--- src/rtl/nn_pkg.sv ---
// Shared types and helpers for the neuron MAC datapath and its controller.
package nn_pkg;

  // Controller phases: collecting products, or holding a finished result.
  typedef enum logic {
    ACCUM  = 1'b0,
    OUTPUT = 1'b1
  } nn_state_e;

  // Accumulator width that holds num_weight worst-case signed products
  // without overflow (one extra bit covers the -2^(2w-2) * 2 corner).
  function automatic int acc_width(input int num_weight, input int data_width);
    return 2 * data_width + $clog2(num_weight) + 1;
  endfunction

endpackage

--- src/rtl/neuron_mac_ctrl_if.sv ---
// Bundle of the input stream, weight-memory read port and result stream.
//
// Handshake rule for both streams: a transfer happens on a rising clk edge
// exactly when valid and ready are both high in the cycle before that edge.
// A source holds valid and its payload until the transfer; a sink may raise
// or drop ready at any time.
interface neuron_mac_ctrl_if
  import nn_pkg::*;
#(
  parameter int NUM_WEIGHT = 3,
  parameter int ADDR_WIDTH = 10,
  parameter int DATA_WIDTH = 16
);
  localparam int ACC_WIDTH = acc_width(NUM_WEIGHT, DATA_WIDTH);

  logic                  in_valid;
  logic                  in_ready;
  logic [DATA_WIDTH-1:0] in_data;
  logic [ADDR_WIDTH-1:0] w_addr;
  logic [DATA_WIDTH-1:0] w_data;
  logic                  out_valid;
  logic                  out_ready;
  logic [ACC_WIDTH-1:0]  out_data;
  logic [ADDR_WIDTH-1:0] out_last_idx;
  nn_state_e             state_dbg;

  // Upstream producer, weight memory and downstream consumer side.
  modport master (
    output in_valid, in_data, w_data, out_ready,
    input  in_ready, w_addr, out_valid, out_data, out_last_idx, state_dbg
  );

  // The controller side.
  modport slave (
    input  in_valid, in_data, w_data, out_ready,
    output in_ready, w_addr, out_valid, out_data, out_last_idx, state_dbg
  );

endinterface

--- src/rtl/nn_mac.sv ---
// Signed multiply-accumulate: full-precision product of two DATA_WIDTH
// operands, sign-extended and added into an ACC_WIDTH accumulator.
module nn_mac #(
  parameter int DATA_WIDTH = 16,
  parameter int ACC_WIDTH  = 35
) (
  input  logic                         clk,
  input  logic                         rst_n,
  input  logic                         clear,
  input  logic                         en,
  input  logic signed [DATA_WIDTH-1:0] a,
  input  logic signed [DATA_WIDTH-1:0] b,
  output logic        [ACC_WIDTH-1:0]  sum
);
  localparam int PROD_WIDTH = 2 * DATA_WIDTH;

  logic signed [PROD_WIDTH-1:0] prod;
  logic        [ACC_WIDTH-1:0]  acc;

  assign prod = a * b;
  // sum is the value acc would take if this cycle's product were accepted.
  assign sum  = acc + {{(ACC_WIDTH - PROD_WIDTH){prod[PROD_WIDTH-1]}}, prod};

  // Accumulator register: clear wins over accumulate.
  always_ff @(posedge clk or negedge rst_n) begin
    if (!rst_n) begin
      acc <= '0;
    end else if (clear) begin
      acc <= '0;
    end else if (en) begin
      acc <= sum;
    end
  end

endmodule

--- src/rtl/neuron_mac_ctrl.sv ---
// Sequencer for one neuron: walks the weight address in step with the input
// stream, accumulates input*weight, and offers the dot product downstream.
module neuron_mac_ctrl
  import nn_pkg::*;
#(
  parameter int NUM_WEIGHT = 3,
  parameter int ADDR_WIDTH = 10,
  parameter int DATA_WIDTH = 16
) (
  input  logic             clk,
  input  logic             rst_n,
  input  logic             clear,
  neuron_mac_ctrl_if.slave bus
);
  localparam int ACC_WIDTH = acc_width(NUM_WEIGHT, DATA_WIDTH);
  localparam logic [ADDR_WIDTH-1:0] LAST_IDX = ADDR_WIDTH'(NUM_WEIGHT - 1);

  nn_state_e             state;
  logic [ADDR_WIDTH-1:0] count;
  logic [ACC_WIDTH-1:0]  mac_sum;
  logic                  beat_ok;
  logic                  result_hs;

  // clear overrides both the input beat and the result handshake.
  assign beat_ok   = (state == ACCUM) && bus.in_valid && bus.in_ready && !clear;
  assign result_hs = (state == OUTPUT) && bus.out_ready && !clear;

  // The weight address is the registered beat counter itself.
  assign bus.w_addr    = count;
  assign bus.state_dbg = state;

  nn_mac #(
    .DATA_WIDTH (DATA_WIDTH),
    .ACC_WIDTH  (ACC_WIDTH)
  ) u_mac (
    .clk   (clk),
    .rst_n (rst_n),
    .clear (clear || result_hs),
    .en    (beat_ok),
    .a     (bus.in_data),
    .b     (bus.w_data),
    .sum   (mac_sum)
  );

  // Controller FSM with registered handshake outputs, counter and result.
  always_ff @(posedge clk or negedge rst_n) begin
    if (!rst_n) begin
      state            <= ACCUM;
      count            <= '0;
      bus.in_ready     <= 1'b1;
      bus.out_valid    <= 1'b0;
      bus.out_data     <= '0;
      bus.out_last_idx <= '0;
    end else if (clear) begin
      state         <= ACCUM;
      count         <= '0;
      bus.in_ready  <= 1'b1;
      bus.out_valid <= 1'b0;
    end else begin
      case (state)
        ACCUM: begin
          if (beat_ok) begin
            if (count == LAST_IDX) begin
              bus.out_data     <= mac_sum;
              bus.out_last_idx <= LAST_IDX;
              count            <= '0;
              bus.in_ready     <= 1'b0;
              bus.out_valid    <= 1'b1;
              state            <= OUTPUT;
            end else begin
              count <= count + 1'b1;
            end
          end
        end
        OUTPUT: begin
          if (result_hs) begin
            bus.in_ready  <= 1'b1;
            bus.out_valid <= 1'b0;
            state         <= ACCUM;
          end
        end
        default: begin
          state <= ACCUM;
        end
      endcase
    end
  end

  // The beat counter never runs past the last weight.
  a_count_range : assert property (@(posedge clk) disable iff (!rst_n)
    int'(count) < NUM_WEIGHT);

  // A result held under backpressure does not change.
  a_out_stable : assert property (@(posedge clk) disable iff (!rst_n)
    (bus.out_valid && !bus.out_ready) |=> $stable(bus.out_data));

endmodule

--- src/flat_wrapper.sv ---
// flat-port wrapper written by rule: the top's interface ports become plain ports
module neuron_mac_ctrl_flat import nn_pkg::*;
#(
  parameter int NUM_WEIGHT = 3,
  parameter int ADDR_WIDTH = 10,
  parameter int DATA_WIDTH = 16
)
  (clk, rst_n, clear, bus_in_valid, bus_in_data, bus_w_data, bus_out_ready, bus_in_ready, bus_w_addr, bus_out_valid, bus_out_data, bus_out_last_idx, bus_state_dbg);
  neuron_mac_ctrl_if #(.NUM_WEIGHT(NUM_WEIGHT), .ADDR_WIDTH(ADDR_WIDTH), .DATA_WIDTH(DATA_WIDTH)) bus_i ();
  input  logic clk;
  input  logic rst_n;
  input  logic clear;
  input wire logic [$bits(bus_i.in_valid)-1:0] bus_in_valid;
  input wire logic [$bits(bus_i.in_data)-1:0] bus_in_data;
  input wire logic [$bits(bus_i.w_data)-1:0] bus_w_data;
  input wire logic [$bits(bus_i.out_ready)-1:0] bus_out_ready;
  output wire logic [$bits(bus_i.in_ready)-1:0] bus_in_ready;
  output wire logic [$bits(bus_i.w_addr)-1:0] bus_w_addr;
  output wire logic [$bits(bus_i.out_valid)-1:0] bus_out_valid;
  output wire logic [$bits(bus_i.out_data)-1:0] bus_out_data;
  output wire logic [$bits(bus_i.out_last_idx)-1:0] bus_out_last_idx;
  output wire logic [$bits(bus_i.state_dbg)-1:0] bus_state_dbg;
  assign bus_i.in_valid = bus_in_valid;
  assign bus_i.in_data = bus_in_data;
  assign bus_i.w_data = bus_w_data;
  assign bus_i.out_ready = bus_out_ready;
  assign bus_in_ready = bus_i.in_ready;
  assign bus_w_addr = bus_i.w_addr;
  assign bus_out_valid = bus_i.out_valid;
  assign bus_out_data = bus_i.out_data;
  assign bus_out_last_idx = bus_i.out_last_idx;
  assign bus_state_dbg = bus_i.state_dbg;
  neuron_mac_ctrl #(.NUM_WEIGHT(NUM_WEIGHT), .ADDR_WIDTH(ADDR_WIDTH), .DATA_WIDTH(DATA_WIDTH)) u_core (.clk(clk), .rst_n(rst_n), .clear(clear), .bus(bus_i));
endmodule
--- config.mk ---
export PLATFORM = sky130hd
export DESIGN_NAME = neuron_mac_ctrl_flat
export DESIGN_NICKNAME = d
export VERILOG_FILES = /design/src/rtl/nn_pkg.sv /design/src/rtl/neuron_mac_ctrl_if.sv /design/src/rtl/nn_mac.sv /design/src/rtl/neuron_mac_ctrl.sv /design/src/flat_wrapper.sv
export SDC_FILE = /design/constraint.sdc
export NUM_CORES = 1
export LEC_CHECK = 0
export ABC_AREA = 1
export BUFFER_PORTS_ARGS = -buffer_cell sky130_fd_sc_hd__buf_4
export CAP_MARGIN = 20
export CORE_ASPECT_RATIO = 1.25
export CORE_MARGIN = 2
export CORE_UTILIZATION = 50
export DETAILED_ROUTE_END_ITERATION = 8
export GPL_ROUTABILITY_DRIVEN = 0
export MAX_ROUTING_LAYER = met4
export PLACE_DENSITY = 0.7
export SLEW_MARGIN = 20
export SYNTH_ARGS = -nofsm -noshare
export SYNTH_HDL_FRONTEND = slang
export SYNTH_HIERARCHICAL = 1
export SYNTH_SLANG_ARGS = --single-unit
--- constraint.sdc ---
create_clock -name clk -period 2.15 [get_ports clk]
set_input_delay 0.43 -clock clk [delete_from_list [all_inputs] [get_ports clk]]
set_output_delay 0.43 -clock clk [all_outputs]
set_load 0.01 [all_outputs]
### Word-level counts from Yosys, hierarchy flattened

Index checks and enable logic that the tools add are counted.

* mux-type cells: 21
* reductions and logical operators: 12
* divide/modulo/power cells: 0
* order comparisons: 0
* shifts and indexed selects: 0
* add/sub/neg operators: 2
* equal/unequal tests: 5
* $mul: 1
* bitwise operators: 2

Operator list (count)
* $mux W35: 2
* $mux W10: 4
* $add A35 B35 Y35: 1
* $mul A16 B16 Y32: 1
* $mux W1: 12
* $add A10 B1 Y10 const B: 1
* $eq A10 B2 Y1 const B: 1
* $ne A3 B3 Y1 const B: 2
* $pmux W1 S2: 3
* $logic_and A1 B1 Y1: 5
* $reduce_and A4 Y1: 1
* $reduce_bool A2 Y1: 2
* $ne A3 B2 Y1 const B: 1
* $reduce_and A3 Y1: 1
* $ne A2 B2 Y1 const B: 1
* $not A1 Y1: 2
* $reduce_and A2 Y1: 1
* $logic_not A1 Y1: 1
* $logic_or A1 B1 Y1: 1

* memory bits (read-only): 0
* bits in latches: 0
* logic and storage cells: 50
* output and inout port bits: 58
* memories kept: 0
* input bits: 37
* memory bits (writable): 0
* register bits after elaboration: 84

### Longest topological paths before layout

Gate-level depths: netlist of run 1.

* depth in word-level cells: 7
* mapped depth: 42
* gate-level depth less buffers: 40

### By module

Netlist of run 1, hierarchy kept.

Modules (own cells, without submodules)
* nn_mac: cells an instance 1905, times used 1, seq. area each 875.8 um^2, area each 14048.5 um^2
* neuron_mac_ctrl: cells an instance 257, times used 1, seq. area each 1227.4 um^2, area each 2363.5 um^2

### Worst setup path after synthesis of run 1

OpenSTA, ideal clock, no wires.

* path kind: in2reg
* start: input bus_w_data[7]
* end: register u_core.bus.out_data[34]
* buffers on the path: 2
* path slack: -4.873 ns
* required time: 2.033 ns
* data arrival time: 6.906 ns
* library setup time: 0.117 ns
* cell stages on the path: 36
* cells stage by stage: clkbuf_1 -> clkbuf_1 -> nand2_1 -> fa_1 -> inv_1 -> fa_1 -> inv_1 -> fa_1 -> inv_1 -> fa_1 -> fa_1 -> inv_1 -> fa_1 -> inv_1 -> ha_1 -> a21oi_1 -> and2_1 -> nand3_2 -> a21oi_1 -> o21ai_1 -> nand2_1 -> nand2_1 -> xor2_1 -> ha_1 -> nand2_1 -> nor2_1 -> nand2_1 -> nor2_1 -> nand3_1 -> nand3_1 -> nand3_1 -> nand2_1 -> nand2_1 -> and2_1 -> nand3_2 -> nand2_1

* longest elaborated chain between the ends: 2

Ends and longest elaborated chain
* start, declared: line flat_wrapper.sv:15 `input wire logic [$bits(bus_i.w_data)-1:0] bus_w_data;`
* $mul A16 B16 Y32: line nn_mac.sv:20 `assign prod = a * b;`
* $add A35 B35 Y35: line nn_mac.sv:22 `assign sum = acc + {{(ACC_WIDTH - PROD_WIDTH){prod[PROD_WIDTH-1]}}, prod};`
* via u_core.mac_sum[34]: line neuron_mac_ctrl.sv:20 `logic [ACC_WIDTH-1:0] mac_sum;`
* end signal, assigned: line neuron_mac_ctrl.sv:64 `bus.out_data <= mac_sum;`
* end, declared: line neuron_mac_ctrl_if.sv:36 `output in_ready, w_addr, out_valid, out_data, out_last_idx, state_dbg`

The timed path passes the listed nets, and every way through them passes these cells.
A chain may end at the register's enable or synchronous reset.

### Worst setup path in the final report of run 1

* start: input bus_in_data[13]
* end: register u_core.bus.out_data[32]

* longest elaborated chain between the ends: 2

Ends and longest elaborated chain
* start, declared: line flat_wrapper.sv:14 `input wire logic [$bits(bus_i.in_data)-1:0] bus_in_data;`
* $mul A16 B16 Y32: line nn_mac.sv:20
* $add A35 B35 Y35: line nn_mac.sv:22
* via u_core.mac_sum[32]: line neuron_mac_ctrl.sv:20

The timed path passes the listed nets, and every way through them passes these cells.

==> qor_table.md, run 1 <==
| Item | Value |
|---|---|
| Number of nets in the finished design | 2957 |
| Residual overflow from global routing | 0 |
| Initial DRC Count | 1241 |
| Register-to-register setup slack | -0.44 ns |
| Clock tree from TritonCTS | built |
| Arrival time at the worst endpoint | 7.48 ns |
| Number of enable flip-flop cells after synthesis | 0 |
| Primary FF master, synth | dfrtp_1 |
| Arithmetic-cell share of the synthesized area counting full adders, half adders and majority gates | 0.413 |
| WL met3 | 3700 um |
| Path type of the worst setup path | input pin to register |
| Startpoint type of the worst setup path | input pin |
| Clock latency of the later-clocked register in the worst-skew pair | 0.36 ns |
| Clock root buffer master | clkbuf_16 |
| Post-route DRC | 0 |
| CTS Hold Buffers Added | 0 |
| Final WL | 57400 um |
| Critical-path cell with the highest stage delay | fa_1 |
| Number of buffers on the longest clock path | 2 |
| Port buffer count | 85 |
| Simple-gate share of the synthesized area | 0.218 |
| Data required time of the worst path | 2.38 ns |
| Most used cell, CP | nand2_1 |
| Register bit count reported by yosys | 84 |
| Area of the placeable core | 32500 um^2 |
| Post-DR wirelength/cell | 19.4 um |
| Final number of setup-violating endpoints | 66 |
| Max incr delay on CP | 0.57 ns |
| Number of global-route vias before repair | 16.6k |
| Topmost layer with routed signal wires | met4 |
| Half-perimeter wire length of the detailed placement result | 36400 um |
| Vias | 16.2k |
| Crit path capture type | register |
| Async set or reset register ratio after synthesis | 1.00 |
| Die width | 166 um |
| Result of the run | complete, but fails checks |
| Largest net degree at the start of global routing | 44 |
| Layout Utilization | 0.738 |
| Count of final hold-check violations | 0 |
| Share of the synthesized area in compound gates (AO/OA/AOI/OAI) | 0.0613 |
| RSZ-0062 raised after global routing | true |
| # fillers | 2063 |
| Initial Util | 0.505 |
| Via-per-instance ratio | 5.49 |
| Max transition margin | 0.556 |
| Number of slew-limit violations in the final report | 0 |
| Die Footprint | 34300 um^2 |
| Final critical path time including I/O delays and setup | 7.25 ns |
| Combinational family with the most area after synthesis | adder cells |
| Xor and xnor fraction of the mapped netlist area | 0.0303 |
| DRT antenna net count | 0 |
| Aggregate global-route resource usage | 0.298 |
| Measured slew at the worst slew-check pin | 0.664 ns |
| Crit share post-route | 3.37 |
| Top Ports | 95 |
| Number of search-and-repair iterations in the first detailed-routing pass | 7 |
| Initial antenna violation count | 0 |
| Multiplexer area fraction after synthesis | 0 |
| Share of layout cells above drive strength 1 | 0.385 |
| Max-capacitance violation count | 0 |
| First-pass GRT wire length | 80200 um |
| Critical path fanouts, max | 9 |
| Clock transition at path regs | 0.06 ns |
| Syn Inst Count | 2162 |
| Area grow syn2layout | 46.2% |
| Fmax | 0.138 GHz |
| Sequential area share after synthesis | 0.128 |
| Synthesized area divided by synthesized cell count | 7.59 um^2 |
| Tightest Hold Check Type | input pin to async pin |
| Worst reg2reg endpoint | u_core/bus.out_data[32] |
| Final worst slack | -5.10 ns |
| Worst r2r path cells | 11 |
| Metal2 WL | 29400 um |
| Start point of the critical path | bus_in_data[13] |
| H-tree depth | 3 |
| Startpoint of the lowest-slack register-to-register path | u_core/u_mac/acc[21] |
| Die Height | 207 um |
| Number of unique standard cell types used by synthesis | 48 |
| Violated checks | negative setup slack |
| Worst clock skew on the final layout | 0.0176 ns |
| CTS buffer count | 9 |
| Diodes inserted | 0 |
| Number of sinks handled by clock tree synthesis | 84 |
| Routed metal-1 wirelength | 20100 um |
| Std-Cell Rows | 74 |
| Post-synth design cell area | 16400 um^2 |
| Yosys warning count | 6 |
[cell usage in the layout, fill, tap and decap left out, types with 7 or more instances in the layout]
cell type  instances
nor2_2            26
nand4_1            9
a21o_1             7
nor2_1            48
nand2_4           31
ha_2               7
xor2_2             8
buf_12            17
nor2_4            31
and2_4             7
nand3_1           46
inv_4              8
xnor2_4           11
o21ai_2           10
ha_1              49
conb_1             9
buf_4            318
nand2_1          505
nand3_2           45
fa_2              13
ha_4              65
o21ai_0           18
buf_8              7
dfrtp_1           83
a21oi_1           22
inv_2             72
a22o_1            12
buf_6             91
a21oi_4           24
xor2_4            15
o21bai_4           7
inv_1            454
a21oi_2           23
xor2_1            13
o21ai_1            8
nand2_2           71
clkbuf_16          9
fa_1             250
[routing by layer]
metal,vias up,global-route usage
li1,7088,-
met1,7900,0.338
met2,893,0.538
met3,357,0.0217
met4,0,0.145
met5,-,-
[synth_stat cells (3+ instances only)]
| cell | number | area (um^2) |
|---|---|---|
| xnor2_1 | 20 | 175 |
| and2_1 | 9 | 56.3 |
| nand4_1 | 9 | 56.3 |
| nand2_2 | 4 | 25.0 |
| or2_2 | 5 | 31.3 |
| xor2_1 | 35 | 307 |
| buf_4 | 12 | 90.1 |
| o21ai_0 | 37 | 185 |
| nand3b_1 | 3 | 22.5 |
| nor2_2 | 5 | 31.3 |
| clkbuf_1 | 64 | 240 |
| buf_6 | 5 | 56.3 |
| dfrtp_1 | 83 | 2080 |
| o21bai_2 | 3 | 33.8 |
| nand3_1 | 72 | 360 |
| a21oi_1 | 67 | 335 |
| a31oi_1 | 11 | 68.8 |
| o21bai_1 | 10 | 75.1 |
| nor3_1 | 9 | 45.0 |
| nor4_1 | 3 | 18.8 |
| nand3_2 | 23 | 230 |
| nor2_1 | 98 | 368 |
| o21ai_1 | 3 | 15.0 |
| a22o_1 | 12 | 105 |
| inv_1 | 534 | 2000 |
| ha_1 | 121 | 1510 |
| fa_1 | 263 | 5270 |
| a21o_1 | 11 | 82.6 |
| nand2_1 | 606 | 2270 |
[stage by stage]
| step | hold slack [ns] | instances | cell area, um^2 | worst slack, ns | TNS, ns |
|---|---|---|---|---|---|
| floorplan | 0.134 | 2170 | 17700 | -4.41 | -224.55 |
| global placement | 0.449 | 2864 | 20100 | -5.16 | -265.49 |
| detailed placement | 0.456 | 2864 | 20100 | -5.27 | -268.50 |
| CTS | 0.0980 | 2935 | 22800 | -4.47 | -234.89 |
| global route | 0.141 | 2959 | 24000 | -5.28 | -263.18 |
| finish | 0.0931 | 2959 | 24000 | -5.10 | -253.03 |
[state kept, by name, indices dropped and copies added (netlist names)]
name,count
u_core/u_mac/acc,35
u_core/bus.in_ready,1
u_core/bus.w_addr,10
u_core/bus.state_dbg,1
u_core/bus.out_last_idx,1
u_core/bus.out_valid,1
u_core/bus.out_data,35
[worst max-delay path: cells and delay by family]
family / cells / cell delay (ns)
AND/OR/NAND/NOR: 17 / 2.57
buffers and inverters: 7 / 0.69
adder cells (fa/ha/maj): 8 / 3.78
[layout make-up]
cell class	instances	area [um^2]	area share
multi-input combinational	1467	15000	0.624
tap	418	523	0.0218
inverter	535	2030	0.0847
clock inverter	5	103	0.00428
timing repair buffer	439	4040	0.168
sequential	84	2100	0.0877
clock buffer	11	233	0.00970
[timing repair]
item / in CTS / in global routing
gates resized for setup: 401 / 238
setup buffers: 57 / 37
pin swaps: 182 / 160
setup endpoints to repair: 64 / 66
cloned: 6 / 0
[worst max-delay path by stage]
stage                                    to  slack, ns  depth (start not counted)
floorplan           u_core/bus.out_data[34]      -4.41                         36
global placement    u_core/bus.out_data[34]      -5.16                         37
detailed placement  u_core/bus.out_data[34]      -5.27                         37
CTS                 u_core/bus.out_data[34]      -4.47                         36
global route        u_core/bus.out_data[32]      -5.28                         34
finish              u_core/bus.out_data[32]      -5.10                         32
[cell families (layout without fill, tap and decap cells)]
family	Yosys count	after routing
and+or+nand+nor	853	853
adders and majority gates	384	384
other	1	9
buffers and inverters	619	990
DFF	84	84
xor gates and xnor gates	56	56
AOI/OAI and AO/OA	165	165
Power of run 1 is left out: the tool's default activity adds up to more than one toggle a clock period on the data nets, which glitch-free logic cannot reach.
==> run 2, diff against run 1 <==
--- a/config.mk
+++ b/config.mk
@@ -20,3 +20,4 @@
 export SYNTH_HDL_FRONTEND = slang
 export SYNTH_HIERARCHICAL = 1
 export SYNTH_SLANG_ARGS = --single-unit
+export TNS_END_PERCENT = 1
==> run 2 against run 1 <==
Effect of this change:
- the flow still finishes with violations (negative setup slack)
- non-clock buffer count is 71 lower
- largest cell class unchanged
- critical path depth is 1 lower
- setup slack better by 0.51 ns
- highest routed layer unchanged
- utilization is 9.1 points lower
- sequential share of layout area is 1.2 points higher
- register-to-register slack better by 0.21 ns
==> qor_table.md, run 2 (synthesized netlist as in run 1, its figures left out) <==
| Item | Value | Delta |
|---|---|---|
| Number of sinks handled by clock tree synthesis | 84 | unchanged |
| CTS buffer count | 9 | unchanged |
| Clock transition at path regs | 0.06 ns | about the same |
| Half-perimeter wire length of the detailed placement result | 35600 um | -2.2% |
| First-pass GRT wire length | 73000 um | -9.0% |
| Die Height | 207 um | unchanged |
| Final number of setup-violating endpoints | 65 | -1.5% |
| Largest net degree at the start of global routing | 39 | -11% |
| Clock tree from TritonCTS | built |  |
| Final worst slack | -4.59 ns | +0.506 ns |
| Number of nets in the finished design | 2887 | -2.4% |
| Crit path capture type | register |  |
| Crit share post-route | 3.14 | -0.235 |
| Result of the run | complete, but fails checks |  |
| H-tree depth | 3 | unchanged |
| Initial Util | 0.505 | unchanged |
| Measured slew at the worst slew-check pin | 0.683 ns | +0.0191 ns |
| Commonest non-fill, non-tap cell in the layout | nand2_1 |  |
| DRT antenna net count | 0 | unchanged |
| Vias | 14.7k | -9.3% |
| Top library cells by usage in the layout, fill and taps aside | 578 x nand2_1, 526 x inv_1, 345 x buf_4 |  |
| Via-per-instance ratio | 5.10 | -7.1% |
| Top Ports | 95 | unchanged |
| Final Non-Filler Cells | 2889 | -2.4% |
| Fmax | 0.148 GHz | +7.5% |
| Max incr delay on CP | 0.50 ns | -0.07 ns |
| Port buffer count | 85 | unchanged |
| Max transition margin | 0.543 | -0.0128 |
| Number of search-and-repair iterations in the first detailed-routing pass | 5 | -2 |
| Diodes inserted | 0 | unchanged |
| Max-capacitance violation count | 0 | unchanged |
| Layout Utilization | 0.647 | -0.0913 |
| Cell total after placement | 2860 | -0.14% |
| Tightest Hold Check Type | input pin to async pin |  |
| Arrival time at the worst endpoint | 6.98 ns | -0.50 ns |
| Count of final hold-check violations | 0 | unchanged |
| Residual overflow from global routing | 0 | unchanged |
| Share of layout cells above drive strength 1 | 0.255 | -0.130 |
| Clock latency of the later-clocked register in the worst-skew pair | 0.35 ns | about the same |
| Most used cell, CP | fa_1 |  |
| Violated checks | negative setup slack |  |
| Die Footprint | 34300 um^2 | unchanged |
| Path type of the worst setup path | input pin to register |  |
| Number of buffers on the longest clock path | 2 | unchanged |
| Std-Cell Rows | 74 | unchanged |
| Final critical path time including I/O delays and setup | 6.74 ns | -0.506 ns |
| RSZ-0062 raised after global routing | true |  |
| Number of global-route vias before repair | 15.5k | -6.5% |
| Die width | 166 um | unchanged |
| Post-route DRC | 0 | unchanged |
| Critical-path cell with the highest stage delay | fa_1 |  |
| Initial DRC Count | 793 | -36% |
| Post-DR wirelength/cell | 15.1 um | -22% |
| Data required time of the worst path | 2.39 ns | about the same |
| Final WL | 43600 um | -24% |
| Clock root buffer master | clkbuf_16 |  |
| Aggregate global-route resource usage | 0.268 | -0.0302 |
| Area grow syn2layout | 28.1% |  |
| Worst clock skew on the final layout | 0.00911 ns | -0.00848 ns |
| Number of slew-limit violations in the final report | 0 | unchanged |
| Startpoint type of the worst setup path | input pin |  |
| Initial antenna violation count | 0 | unchanged |
| # fillers | 2581 | +25% |
| Register-to-register setup slack | -0.23 ns | +0.21 ns |
| Critical path fanouts, max | 5 | -4 |
| Area of the placeable core | 32500 um^2 | unchanged |
run 2: per-stage QoR:
stage | setup WS (ns) | TNS [ns] | hold slack, ns | instance area (um^2)
after floorplan | -4.44 | -235.96 | 0.134 | 16800
after global placement | -5.08 | -278.26 | 0.381 | 19400
after detailed placement | -5.16 | -280.74 | 0.383 | 19400
after CTS | -4.54 | -243.54 | 0.0137 | 20500
after global routing | -4.93 | -260.76 | 0.0377 | 21000
final | -4.59 | -242.75 | 0.00936 | 21000
run 2: path summary, 6_finish.rpt:
path / depth (start not counted) / startpoint / endpoint
worst max-delay path: 31 / bus_w_data[15] / u_core/bus.out_data[27]
worst min-delay path: 1 / rst_n / u_core/bus.out_data[14]
worst max register to register: 15 / u_core/u_mac/acc[16] / u_core/bus.out_data[34]
worst min register to register: 2 / u_core/bus.out_data[21] / u_core/bus.out_data[21]
max in group asynchronous: 2 / rst_n / u_core/u_mac/acc[1]
min in group clk: 3 / bus_out_ready / u_core/bus.in_ready
run 2: routing by layer:
layer | share of wire | vias to the layer above | GRT usage
met5 | 0 | - | -
met4 | 0.047 | 0 | 0.118
met3 | 0.034 | 132 | 0.0179
met2 | 0.52 | 406 | 0.477
met1 | 0.40 | 7245 | 0.315
li1 | - | 6938 | -
run 2: cell type report:
cell class                      count  area, um^2  share of cell area
Timing Repair Buffer              368        2880               0.137
Multi-Input combinational cell   1467       13200               0.628
Sequential cell                    84        2100               0.100
Clock buffer                       15         288              0.0137
Clock inverter                      1        5.00            0.000238
Inverter                          535        2010              0.0957
Tap cell                          418         523              0.0249
Timing Repair inverter              1        7.51            0.000357
run 2: what timing repair did:
item	4_1_cts	5_1_grt
cloned	1	0
pin swaps	40	36
setup endpoints to repair	66	66
gates resized for setup	125	104
hold buffers	0	0
setup buffers	8	4
run 2: critical path: cells and delay by family:
kind / cells / cell delay (ns)
AOI/OAI and AO/OA: 3 / 0.44
xor gates and xnor gates: 1 / 0.18
adders and majority gates: 8 / 3.49
buffers and inverters: 8 / 0.91
and+or+nand+nor: 11 / 1.51
Power of run 2 is left out for the same reason.
==> run 3, diff against run 2 <==
--- a/config.mk
+++ b/config.mk
@@ -10,14 +10,13 @@
 export CAP_MARGIN = 20
 export CORE_ASPECT_RATIO = 1.25
 export CORE_MARGIN = 2
-export CORE_UTILIZATION = 50
+export CORE_UTILIZATION = 33
 export DETAILED_ROUTE_END_ITERATION = 8
 export GPL_ROUTABILITY_DRIVEN = 0
 export MAX_ROUTING_LAYER = met4
-export PLACE_DENSITY = 0.7
+export RECOVER_POWER = 50
 export SLEW_MARGIN = 20
 export SYNTH_ARGS = -nofsm -noshare
 export SYNTH_HDL_FRONTEND = slang
-export SYNTH_HIERARCHICAL = 1
 export SYNTH_SLANG_ARGS = --single-unit
 export TNS_END_PERCENT = 1
==> run 3 against run 2 <==
Effect of this change:
- area after synthesis shrank 1.2%
- highest routed layer unchanged
- setup slack improved by 0.24 ns
- the flow still finishes with violations (negative setup slack)
- worst hold slack better by 0.26 ns
- fmax up 3.6%
==> qor_table.md, run 3 <==
| Item | Value | Delta |
|---|---|---|
| Largest net degree at the start of global routing | 45 | +15% |
| Startpoint type of the worst setup path | input pin |  |
| Post-synth top area cell | fa_1 |  |
| Area grow syn2layout | 34.3% |  |
| Number of sinks handled by clock tree synthesis | 84 | unchanged |
| Cells taking the most area after synthesis | fa_1 32%, nand2_1 14%, dfrtp_1 13% |  |
| Max transition margin | 0.194 | -0.350 |
| Number of global-route vias before repair | 16.0k | +3.1% |
| Total stage count of the critical path | 33 | +6.5% |
| Crit path capture type | register |  |
| Clock root buffer master | clkbuf_16 |  |
| Number of nets in the finished design | 2909 | +0.76% |
| Final critical path time including I/O delays and setup | 6.50 ns | -0.235 ns |
| Result of the run | complete, but fails checks |  |
| Critical-path cell with the highest stage delay | fa_2 |  |
| Area of the placeable core | 48400 um^2 | +49% |
| Half-perimeter wire length of the detailed placement result | 38700 um | +8.7% |
| Sequential area share after synthesis | 0.130 | +0.00149 |
| Number of unique standard cell types used by synthesis | 57 | +19% |
| Post-route DRC | 0 | unchanged |
| Number of enable flip-flop cells after synthesis | 0 | unchanged |
| Max-capacitance violation count | 0 | unchanged |
| Syn Inst Count | 2163 | +0.046% |
| Initial DRC Count | 743 | -6.3% |
| Final number of setup-violating endpoints | 65 | unchanged |
| Startpoint of the lowest-slack register-to-register path | u_core.u_mac.acc[0] |  |
| Top Ports | 95 | unchanged |
| First-pass GRT wire length | 78900 um | +8.1% |
| Final WL | 46500 um | +6.8% |
| Post-DR wirelength/cell | 14.8 um | -1.7% |
| Critical path fanouts, max | 10 | +5 |
| Number of slew-limit violations in the final report | 0 | unchanged |
| Commonest non-fill, non-tap cell in the layout | nand2_1 |  |
| Vias | 14.7k | -0.24% |
| Register-to-register setup slack | -0.07 ns | +0.16 ns |
| Post-synth design cell area | 16200 um^2 | -1.2% |
| Buffers & Inverters on Critical Path | 7 | -1 |
| Top library cells by usage in the layout, fill and taps aside | 554 x nand2_1, 498 x inv_1, 336 x buf_4 |  |
| Most used cell, CP | nand2_1 |  |
| Std-Cell Rows | 90 | +22% |
| Worst r2r path cells | 12 | -3 |
| Ranking of synthesized cells by instance count | 607 x nand2_1, 523 x inv_1, 263 x fa_1, 121 x ha_1, 101 x nor2_1 |  |
| Share of the synthesized area in the top cell type | 0.325 | +0.00374 |
| Diodes inserted | 0 | unchanged |
| Final worst slack | -4.35 ns | +0.235 ns |
| Residual overflow from global routing | 0 | unchanged |
| Share of layout cells above drive strength 1 | 0.281 | +0.0258 |
| Die width | 202 um | +22% |
| Synthesized area divided by synthesized cell count | 7.50 um^2 | -1.2% |
| Die Footprint | 51000 um^2 | +49% |
| Async set or reset register ratio after synthesis | 1.00 | unchanged |
| Clock latency of the later-clocked register in the worst-skew pair | 0.37 ns | +0.02 ns |
| Number of buffers on the longest clock path | 2 | unchanged |
| Initial Util | 0.335 | -0.170 |
| Clock transition at path regs | 0.07 ns | about the same |
| Worst reg2reg endpoint | u_core.bus.out_data[32] |  |
| # fillers | 4750 | +84% |
| Fmax | 0.154 GHz | +3.6% |
| DRT antenna net count | 0 | unchanged |
| Port buffer count | 85 | unchanged |
| Die Height | 252 um | +22% |
| Path type of the worst setup path | input pin to register |  |
| Aggregate global-route resource usage | 0.196 | -0.0717 |
| H-tree depth | 3 | unchanged |
| Via-per-instance ratio | 4.68 | -8.1% |
| Register bit count reported by yosys | 84 | unchanged |
| Arrival time at the worst endpoint | 6.76 ns | -0.22 ns |
| Start point of the critical path | bus_in_data[12] |  |
| Clock tree from TritonCTS | built |  |
| Initial antenna violation count | 0 | unchanged |
| Measured slew at the worst slew-check pin | 1.21 ns | +0.527 ns |
| Number of search-and-repair iterations in the first detailed-routing pass | 7 | +2 |
| Worst clock skew on the final layout | 0.00885 ns | -0.000254 ns |
| CP top delay family | adder cells |  |
| Count of final hold-check violations | 0 | unchanged |
| Tightest Hold Check Type | input pin to register |  |
| Critical Path End | u_core.u_mac.acc[34] |  |
| Data required time of the worst path | 2.40 ns | about the same |
| Worst hold slack after final layout | 0.273 ns | +0.264 ns |
| Max incr delay on CP | 0.55 ns | +0.05 ns |
| Crit share post-route | 3.03 | -0.110 |
| Leading cell type by number of instances after synthesis | nand2_1 |  |
| Yosys warning count | 0 | -6 |
| CTS buffer count | 9 | unchanged |
| Violated checks | negative setup slack |  |
| RSZ-0062 raised after global routing | true |  |
| Primary FF master, synth | dfrtp_1 |  |
[run 3: cell types whose count changed in the layout (fill, tap and decap cells not counted), sizes merged, moves of 8 or more]
cell,change
buf,+16
o21ai,+16
and2,-8
xor2,-16
nand4,+10
nand3,-8
[run 3: worst reg2reg max path: stages (launching register included)]
cell and delay (ns):
dfrtp_1 0.39, ha_1 0.24, fa_1 0.41, nand3_1 0.10, nand3_1 0.11, nand3_1 0.11
nand3_2 0.12, nand2_1 0.09, nand2_2 0.09, nand3_1 0.17, nand3_1 0.12, nand3_1 0.12
nand2_1 0.06
[run 3: cell type report]
type	count	area, um^2	area share
Sequential cell	84	2100	0.0965
Clock inverter	6	71.3	0.00327
Timing Repair Buffer	386	3190	0.146
Inverter	530	1990	0.0913
Multi-Input combinational cell	1477	13400	0.615
Clock buffer	10	229	0.0105
Tap cell	644	806	0.0370
[run 3: what timing repair did]
| item | CTS | global route |
|---|---|---|
| endpoints found under the hold margin | 19 | 0 |
| hold buffers | 1 | 0 |
| pin swaps | 64 | 81 |
| resized for setup | 176 | 163 |
| buffers inserted | 12 | 8 |
| endpoints found under the setup margin | 66 | 69 |
[run 3: worst min-delay path by stage]
stage | from | endpoint | slack, ns | depth (start not counted)
6_report | clear | u_core.bus.out_valid | 0.27 | 2
3_3_place_gp | rst_n | u_core.bus.w_addr[7] | 0.34 | 1
2_1_floorplan | rst_n | u_core.bus.out_data[0] | 0.13 | 0
3_5_place_dp | rst_n | u_core.bus.w_addr[1] | 0.35 | 1
5_1_grt | clear | u_core.bus.out_valid | 0.29 | 2
4_1_cts | clear | u_core.bus.out_valid | 0.26 | 2
[run 3: cell families after synthesis]
logic type / share of synthesized area
and+or+nand+nor: 0.221
buffers and inverters: 0.144
adders and majority gates: 0.418
AOI/OAI and AO/OA: 0.0659
DFF: 0.130
xor gates and xnor gates: 0.0210
other: 0.000231
[run 3: through the flow]
step	utilization	setup TNS [ns]	setup slack (ns)	cell area [um^2]	cells
5_1_grt	0.450	-253.00	-4.64	21800	3137
6_report	0.450	-234.30	-4.35	21800	3137
2_1_floorplan	-	-230.84	-4.20	16800	2171
4_1_cts	0.435	-234.79	-4.38	21000	3129
3_5_place_dp	0.409	-274.33	-5.04	19800	3100
3_3_place_gp	0.409	-274.07	-4.97	19800	3100
[run 3: routing by layer]
| layer | track usage | vias to the layer above | part of all wire |
|---|---|---|---|
| met5 | - | - | 0 |
| met4 | 0.0653 | 0 | 0.035 |
| met3 | 0.0174 | 115 | 0.036 |
| met2 | 0.345 | 357 | 0.51 |
| met1 | 0.235 | 7171 | 0.42 |
| li1 | - | 7042 | - |
Power of run 3 is left out for the same reason.
